`src/rtl/dmem_arbiter.sv`:
```
// dmem_arbiter: round-robin two-requester arbiter in front of a single data memory
// Ports: clk, reset (async active-low); req_* from two requesters (valid/yumi),
// rsp_* back to them; mem_* request/response to the memory; protocol_err_o sticky
// flag for a memory response arriving when none is outstanding.
module dmem_arbiter #(
  parameter int addr_width_p = 32,
  parameter int data_width_p = 32
) (
  input  logic                         clk,
  input  logic                         reset,
  input  logic [1:0]                   req_valid_i,
  input  logic [1:0]                   req_wen_i,
  input  logic [1:0]                   req_byte_i,
  input  logic [1:0][addr_width_p-1:0] req_addr_i,
  input  logic [1:0][data_width_p-1:0] req_wdata_i,
  output logic [1:0]                   req_yumi_o,
  output logic [1:0]                   rsp_valid_o,
  output logic [data_width_p-1:0]      rsp_data_o,
  input  logic [1:0]                   rsp_yumi_i,
  output logic                         mem_valid_o,
  output logic                         mem_wen_o,
  output logic                         mem_byte_o,
  output logic [addr_width_p-1:0]      mem_addr_o,
  output logic [data_width_p-1:0]      mem_wdata_o,
  input  logic                         mem_yumi_i,
  input  logic                         mem_rsp_valid_i,
  input  logic [data_width_p-1:0]      mem_rsp_data_i,
  output logic                         mem_rsp_yumi_o,
  output logic                         protocol_err_o
);
  typedef enum logic [1:0] {IDLE, REQ, RSP} state_e;
  state_e state_r, state_n;
  logic last_r, owner_r, g, grant, wen_r, byte_r;
  logic [addr_width_p-1:0] addr_r;
  logic [data_width_p-1:0] wdata_r;
  // grant is gated by reset so req_yumi_o is 0 while reset is held
  always_comb begin
    g = (&req_valid_i) ? ~last_r : req_valid_i[1];
    grant = reset && state_r == IDLE && |req_valid_i;
    req_yumi_o = grant ? {g, ~g} : 2'b00;
    mem_valid_o = state_r == REQ;
    rsp_valid_o = (state_r == RSP && mem_rsp_valid_i) ? {owner_r, ~owner_r} : 2'b00;
    mem_rsp_yumi_o = state_r == RSP && mem_rsp_valid_i && rsp_yumi_i[owner_r];
    state_n = grant ? REQ : (mem_valid_o && mem_yumi_i) ? RSP : mem_rsp_yumi_o ? IDLE : state_r;
  end
  assign mem_wen_o   = wen_r;
  assign mem_byte_o  = byte_r;
  assign mem_addr_o  = addr_r;
  assign mem_wdata_o = wdata_r;
  assign rsp_data_o  = mem_rsp_data_i;
  always_ff @(posedge clk or negedge reset)
    if (!reset) state_r <= IDLE;
    else state_r <= state_n;
  always_ff @(posedge clk or negedge reset)
    if (!reset) begin
      last_r <= 1'b1;
      owner_r <= 1'b0;
      wen_r <= 1'b0;
      byte_r <= 1'b0;
      addr_r <= '0;
      wdata_r <= '0;
      protocol_err_o <= 1'b0;
    end else begin
      if (grant) begin
        last_r <= g;
        owner_r <= g;
        wen_r <= req_wen_i[g];
        byte_r <= req_byte_i[g];
        addr_r <= req_addr_i[g];
        wdata_r <= req_wdata_i[g];
      end
      if (mem_rsp_valid_i && state_r != RSP) protocol_err_o <= 1'b1;
    end
endmodule

```
`config.mk`:
```
export PLATFORM = sky130hd
export DESIGN_NAME = dmem_arbiter
export DESIGN_NICKNAME = d
export VERILOG_FILES = /design/src/rtl/dmem_arbiter.sv
export SDC_FILE = /design/constraint.sdc
export NUM_CORES = 1
export LEC_CHECK = 0
export CAP_MARGIN = 40
export CORE_ASPECT_RATIO = 0.5
export CORE_MARGIN = 3
export CORE_UTILIZATION = 35
export DETAILED_ROUTE_END_ITERATION = 12
export GPL_TIMING_DRIVEN = 1
export PLACE_DENSITY_LB_ADDON = 0.2
export SYNTH_ARGS = -nofsm -noshare
export SYNTH_HDL_FRONTEND = slang
export SYNTH_SLANG_ARGS = --single-unit
```
`constraint.sdc`:
```
create_clock -name clk -period 2.35 [get_ports clk]
set_input_delay 0.47 -clock clk [delete_from_list [all_inputs] [get_ports clk]]
set_output_delay 0.47 -clock clk [all_outputs]
set_load 0.02 [all_outputs]
```
# Word-level counts from Yosys, hierarchy flattened
# Cells that the tools add are included.
word_totals:
  reg_bits: 71
  inputBits: 172
  output_inout_bits: 105
  word_cells: 42
classes:
  n_lt_le_gt_ge: 2
  n_eq_ne: 3
  n_mux: 16
  bitwise: 3
  reduce_logical: 10
ops:
  columns: ["cell", "n"]
  rows:
  - ["32-bit two-way mux", 4]
  - ["2-bit two-way mux", 5]
  - ["1-bit two-way mux", 7]
  - ["1-bit logical AND", 6]
  - ["1-bit by 2-bit less-than comparator with 1-bit output, second input constant", 2]
  - ["1-bit NOT", 3]
  - ["3-bit nonzero test", 1]
  - ["2-bit by 1-bit equality test with 1-bit output, second input constant", 1]
  - ["2-bit equality test, second input constant", 1]
  - ["2-bit logical NOT", 1]
  - ["2-bit != test, second input constant", 1]
  - ["2-bit AND reduction", 1]
  - ["2-bit OR reduction", 1]

# Longest topological paths before layout
logic_depth:
  depth_word: 6
  mapped_depth: 7
  depth_no_buf: 3

# Worst setup path before layout
# OpenSTA, ideal clock, no wires.
synth_path:
  path_type: "input -> output"
  startpoint: "in reset"
  endpoint: "out req_yumi_o[0]"
  arrival_ns: 1.514
  required_time_ns: 1.880
  path_slack_ns: 0.366
  path_stages: 5
  n_path_buf: 3
  cell_sequence: "or3b_1 > clkbuf_1 > buf_6 > buf_6 > nor3b_4"
synth_via:
  elab_chain_len: 3
synth_lines:
  columns: ["item", "line_no", "rtl"]
  rows:
  - ["start, declared", "10", "input logic reset,"]
  - ["1-bit logical AND (2 in series)", "39", "grant = reset && state_r == IDLE && |req_valid_i;"]
  - ["2-bit two-way mux", "40", "req_yumi_o = grant ? {g, ~g} : 2'b00;"]
  - ["end, declared", "16", "output logic [1:0] req_yumi_o,"]
# Every way passes these cells.

# Worst setup path after layout
layout_path:
  startpoint: "in mem_rsp_valid_i"
  endpoint: "out rsp_valid_o[1]"
layout_via:
  elab_chain_len: 2
layout_lines:
  columns: ["item", "line_no", "rtl"]
  rows:
  - ["start, declared", "26", "input logic mem_rsp_valid_i,"]
  - ["1-bit logical AND", "42", "rsp_valid_o = (state_r == RSP && mem_rsp_valid_i) ? {owner_r, ~owner_r} : 2'b00;"]
  - ["2-bit two-way mux", "42", null]
  - ["end, declared", "17", "output logic [1:0] rsp_valid_o,"]
# Every way passes these cells.

==> results.md <==
- The area added between synthesis and finish is 64.1%.
- At the later pin of the worst-skew pair, clock insertion delay measures 0.33 ns.
- The CTS clock-pin slew for the worst setup and hold paths is about 0.060 ns.
- The core region is 9920 um2.
- The share of synthesized area in the top cell type comes to 0.468.
- The worst-case IR drop observed on VDD is approximately 0.47 mV.
- The cell occurring most often along the worst timing path is sky130_fd_sc_hd__clkdlybuf4s50_1.
- Dividing total power by cell area gives a power density of between 1000 and 1500 nW/um2.
- Counting tap cells, the placed design contains a total of around 660 instances.
- TritonCTS built the clock tree.
- The count of nets left with antenna violations once routing finished came out at 0.
- The final core area utilization is 0.619.
- The number of iterations in the first detailed-routing pass is 4.
- The warning count from the yosys run is 0.
- For this design, the slowest cell found on the critical path is sky130_fd_sc_hd__clkdlybuf4s50_1.
- For this run, the register share of the synthesized area comes to 0.475.
- In this run the horizontal extent of the chip is roughly 150 um.
- The tightest hold margin is roughly 0.09 ns.
- The flow ran to the end, and the final reports show no timing, DRC or antenna violations.
- The pre-CTS setup slack is -0.0101 ns.
- The number of buffer and inverter instances along the worst setup path is 2.
- For this block, the initial DRC count from the detailed router was between 200 and 250.
- A synthesized cell averages between 10 and 15 um2.
- The count of final max-slew check failures is 0.
- Walking the worst path, the cells encountered are clkdlybuf4s50_1 > nand3b_1 > nor2_1 > clkdlybuf4s50_1.
- The number of rows in the core area is 25.
- The number of fill cells is about 840.
- The critical path is of the input port to primary output type.
- The pin count of the biggest net entering global routing is 67.
- Measured against its own limit, the worst slew margin works out to 0.476.
- In the layout the commonest cells are 206 x sky130_fd_sc_hd__clkdlybuf4s50_1, 70 x sky130_fd_sc_hd__dfrtp_1, 68 x sky130_fd_sc_hd__nand2_1.
- The synthesized net count is between 500 and 600.
- The global-route total usage across every layer is 0.210.
- At the worst endpoint, the required time is between 1.5 and 2 ns.
- The via count of the first global-routing pass came to roughly 3,600.
- The non-filler instance count after layout is roughly 670.
- The tightest min-delay check is of the input port to async pin type.
- For this run, the post-layout net count is 704.
- The largest single stage delay on the critical path is roughly 0.6 ns.
- Static timing analysis puts the maximum clock frequency at between 0.4 and 0.5 GHz.
- 277 I/O pins were placed.
- Input and output buffers added on the ports amount to between 200 and 250.
- The first global-routing pass estimated 20,300 um of wire.
- At the end of routability-driven placement, the weighted congestion stood at 0.775.
- The top cell family by delay on the critical path is buffers and inverters.
- For flop-to-flop paths, the worst setup slack is 0.47 ns.
- The synthesized design contains just over 70 register bits.
- The number of diodes added for antenna fixing is 0.
- In this run the number of H-tree levels came out at 3.
- Setup slack on the critical path of the routed design comes to ~0.11 ns.
- CTS placed an instance of sky130_fd_sc_hd__clkbuf_16 at the clock tree root.
- The launch point of the worst path is mem_rsp_valid_i.
- Summed over all cells, the static leakage comes to 2.54 nW.
- For this run, design rule violations remaining after detail routing come to 0.
- The endpoint identified for the worst register-to-register timing path is mem_wdata_o[11]$_DFFE_PN0P_.
- The average vias per placed instance is ~5.2.
- Synthesis produced a netlist whose cell count is approximately 360.
- The worst register-to-register path begins at state_r[1]$_DFFE_PN0P_.
- Across all layers, the routed design uses roughly 3,500 vias.
- The die outline area is between 10,000 and 15,000 um2.
- The max-capacitance violation count is 0.
- The hold violation count in the final report was 0.
- The shortest period the worst path allows is 2.24 ns.
- The initial antenna violation count is 0.
- In this run, distinct cell masters in the synthesized netlist total 24.
- By area the synthesized netlist is led by sky130_fd_sc_hd__dfrtp_1 47%, sky130_fd_sc_hd__a221o_1 18%, sky130_fd_sc_hd__nor3_2 7.8%.
- The total clock buffers created by CTS is 9.
- The synthesized netlist occupies a cell area of approximately 3700 um2.
- The fraction of layout cells with a size suffix above 1 is 0.130.
- The part of the cycle the worst path needs is 0.951.
- The biggest area contributor in the post-synthesis netlist is sky130_fd_sc_hd__dfrtp_1.
- Setup violations remaining at the end of the flow were counted as 0.
- Summed over all layers, the routed wires come to around 13,000 um.
- The number of cells on the worst reg-to-reg path is 4.
- The count of cell instances traversed by the critical path is 4.
- The routed wire length per instance is 19.3 um.
- Clock tree synthesis found a total of 71 sinks.
- Summed over all layers, the global routing overflow is 0.
- The library cell used most frequently in the layout, excluding fill and tap cells, is sky130_fd_sc_hd__clkdlybuf4s50_1.
- The HPWL after detailed placement is roughly 8900 um.
- The die is 79.1 um tall.
- The transition time of the tightest slew-check pin is 0.787 ns.
- The longest clock path from root to sink contains 2 buffers.
- On the final layout, the worst clock skew is between 0.004 and 0.005 ns.
- The critical path capture point type is a primary output.
- The initial core utilization is 0.377.
- The destination of the critical timing path is rsp_valid_o[1].
- Setup repair after global routing left no endpoint under its margin.
- Along the worst path, the maximum fanout reaches 3.
- STA classifies the critical path startpoint as an input port.
- STA puts the critical path data arrival time at roughly 1.8 ns.
cell type report:
class / instances / area [um2] / area share
clock inverter: 7 / 128 / 0.0208
inverter: 4 / 15.0 / 0.00244
multi-input combinational: 218 / 1540 / 0.251
timing repair buffer: 228 / 2290 / 0.372
clock buffer: 9 / 225 / 0.0367
sequential: 71 / 1780 / 0.289
tap: 135 / 169 / 0.0275
Yosys cell counts:
master / instances
sky130_fd_sc_hd__dfrtp_1: 70
sky130_fd_sc_hd__nand2_1: 68
sky130_fd_sc_hd__a221o_1: 66
sky130_fd_sc_hd__nor3_1: 37
sky130_fd_sc_hd__buf_4: 32
sky130_fd_sc_hd__nor3_2: 29
sky130_fd_sc_hd__clkbuf_1: 21
sky130_fd_sc_hd__buf_2: 12
sky130_fd_sc_hd__buf_6: 5
sky130_fd_sc_hd__inv_1: 4
sky130_fd_sc_hd__nor2_1: 3
sky130_fd_sc_hd__a21oi_1: 2
sky130_fd_sc_hd__nor2b_1: 2
sky130_fd_sc_hd__o21ai_0: 2
sky130_fd_sc_hd__and3_1: 1
sky130_fd_sc_hd__dfstp_2: 1
sky130_fd_sc_hd__mux2i_1: 1
sky130_fd_sc_hd__nand2b_1: 1
sky130_fd_sc_hd__nand3b_1: 1
sky130_fd_sc_hd__nor3b_1: 1
sky130_fd_sc_hd__nor3b_4: 1
sky130_fd_sc_hd__o21ai_1: 1
sky130_fd_sc_hd__o2bb2ai_1: 1
sky130_fd_sc_hd__or3b_1: 1
worst register-to-register path: stages (launching register included):
cell and delay [ns]:
sky130_fd_sc_hd__dfrtp_1 0.43, sky130_fd_sc_hd__nor3b_2 0.23, sky130_fd_sc_hd__and3_2 0.22, sky130_fd_sc_hd__buf_4 0.62, sky130_fd_sc_hd__a221o_1 0.32
logic make-up after synthesis:
family	after synthesis	synth area share
buf+inv	74	0.120
simple gates	145	0.216
compound gates	72	0.186
mux	1	0.00267
flops	71	0.475
registers in the layout, summed over array words and instances (netlist names):
register,cells
mem_wen_o,1
owner_r,1
mem_byte_o,1
protocol_err_o,1
mem_addr_o,32
last_r,1
state_r,2
mem_wdata_o,32
timing repair:
action	in CTS	in global routing
endpoints found under the setup margin	2	3
hold endpoints to repair	0	0
hold buffers	0	0
setup buffers	0	0
resized for setup	2	3
power breakdown:
group	internal, mW	switching [mW]
Sequential	1.79	0.345
Combinational	1.77	1.67
Clock	1.05	0.563
Total	4.61	2.58
layer usage:
metal / wire length (um) / up-vias / GRT usage
li1: - / 1652 / -
met1: 5310 / 1686 / 0.257
met2: 6640 / 145 / 0.368
met3: 838 / 25 / 0.0582
met4: 202 / 0 / 0.0592
met5: 0 / - / 0
through the flow:
| step | power [mW] | setup TNS [ns] | instance area (um2) |
|---|---|---|---|
| floorplan | 3.95 | 0 | 3740 |
| global placement | 5.54 | 0 | 5750 |
| detailed placement | 5.61 | -0.0101 | 5780 |
| CTS | 7.26 | 0 | 6130 |
| global route | 7.56 | 0 | 6140 |
| finish | 7.19 | 0 | 6140 |
how the worst min path moves through the flow:
stage	cells past startpoint	slack (ns)	to	from
2_1_floorplan	0	0.17	mem_addr_o[0]$_DFFE_PN0P_	reset
3_3_place_gp	2	0.43	mem_wdata_o[9]$_DFFE_PN0P_	reset
4_1_cts	2	0.08	mem_wdata_o[9]$_DFFE_PN0P_	reset
3_5_place_dp	2	0.44	mem_wdata_o[10]$_DFFE_PN0P_	reset
5_1_grt	2	0.09	mem_wdata_o[10]$_DFFE_PN0P_	reset
6_report	2	0.09	mem_wdata_o[9]$_DFFE_PN0P_	reset
No activity file was read; power rests on OpenSTA's default activity.
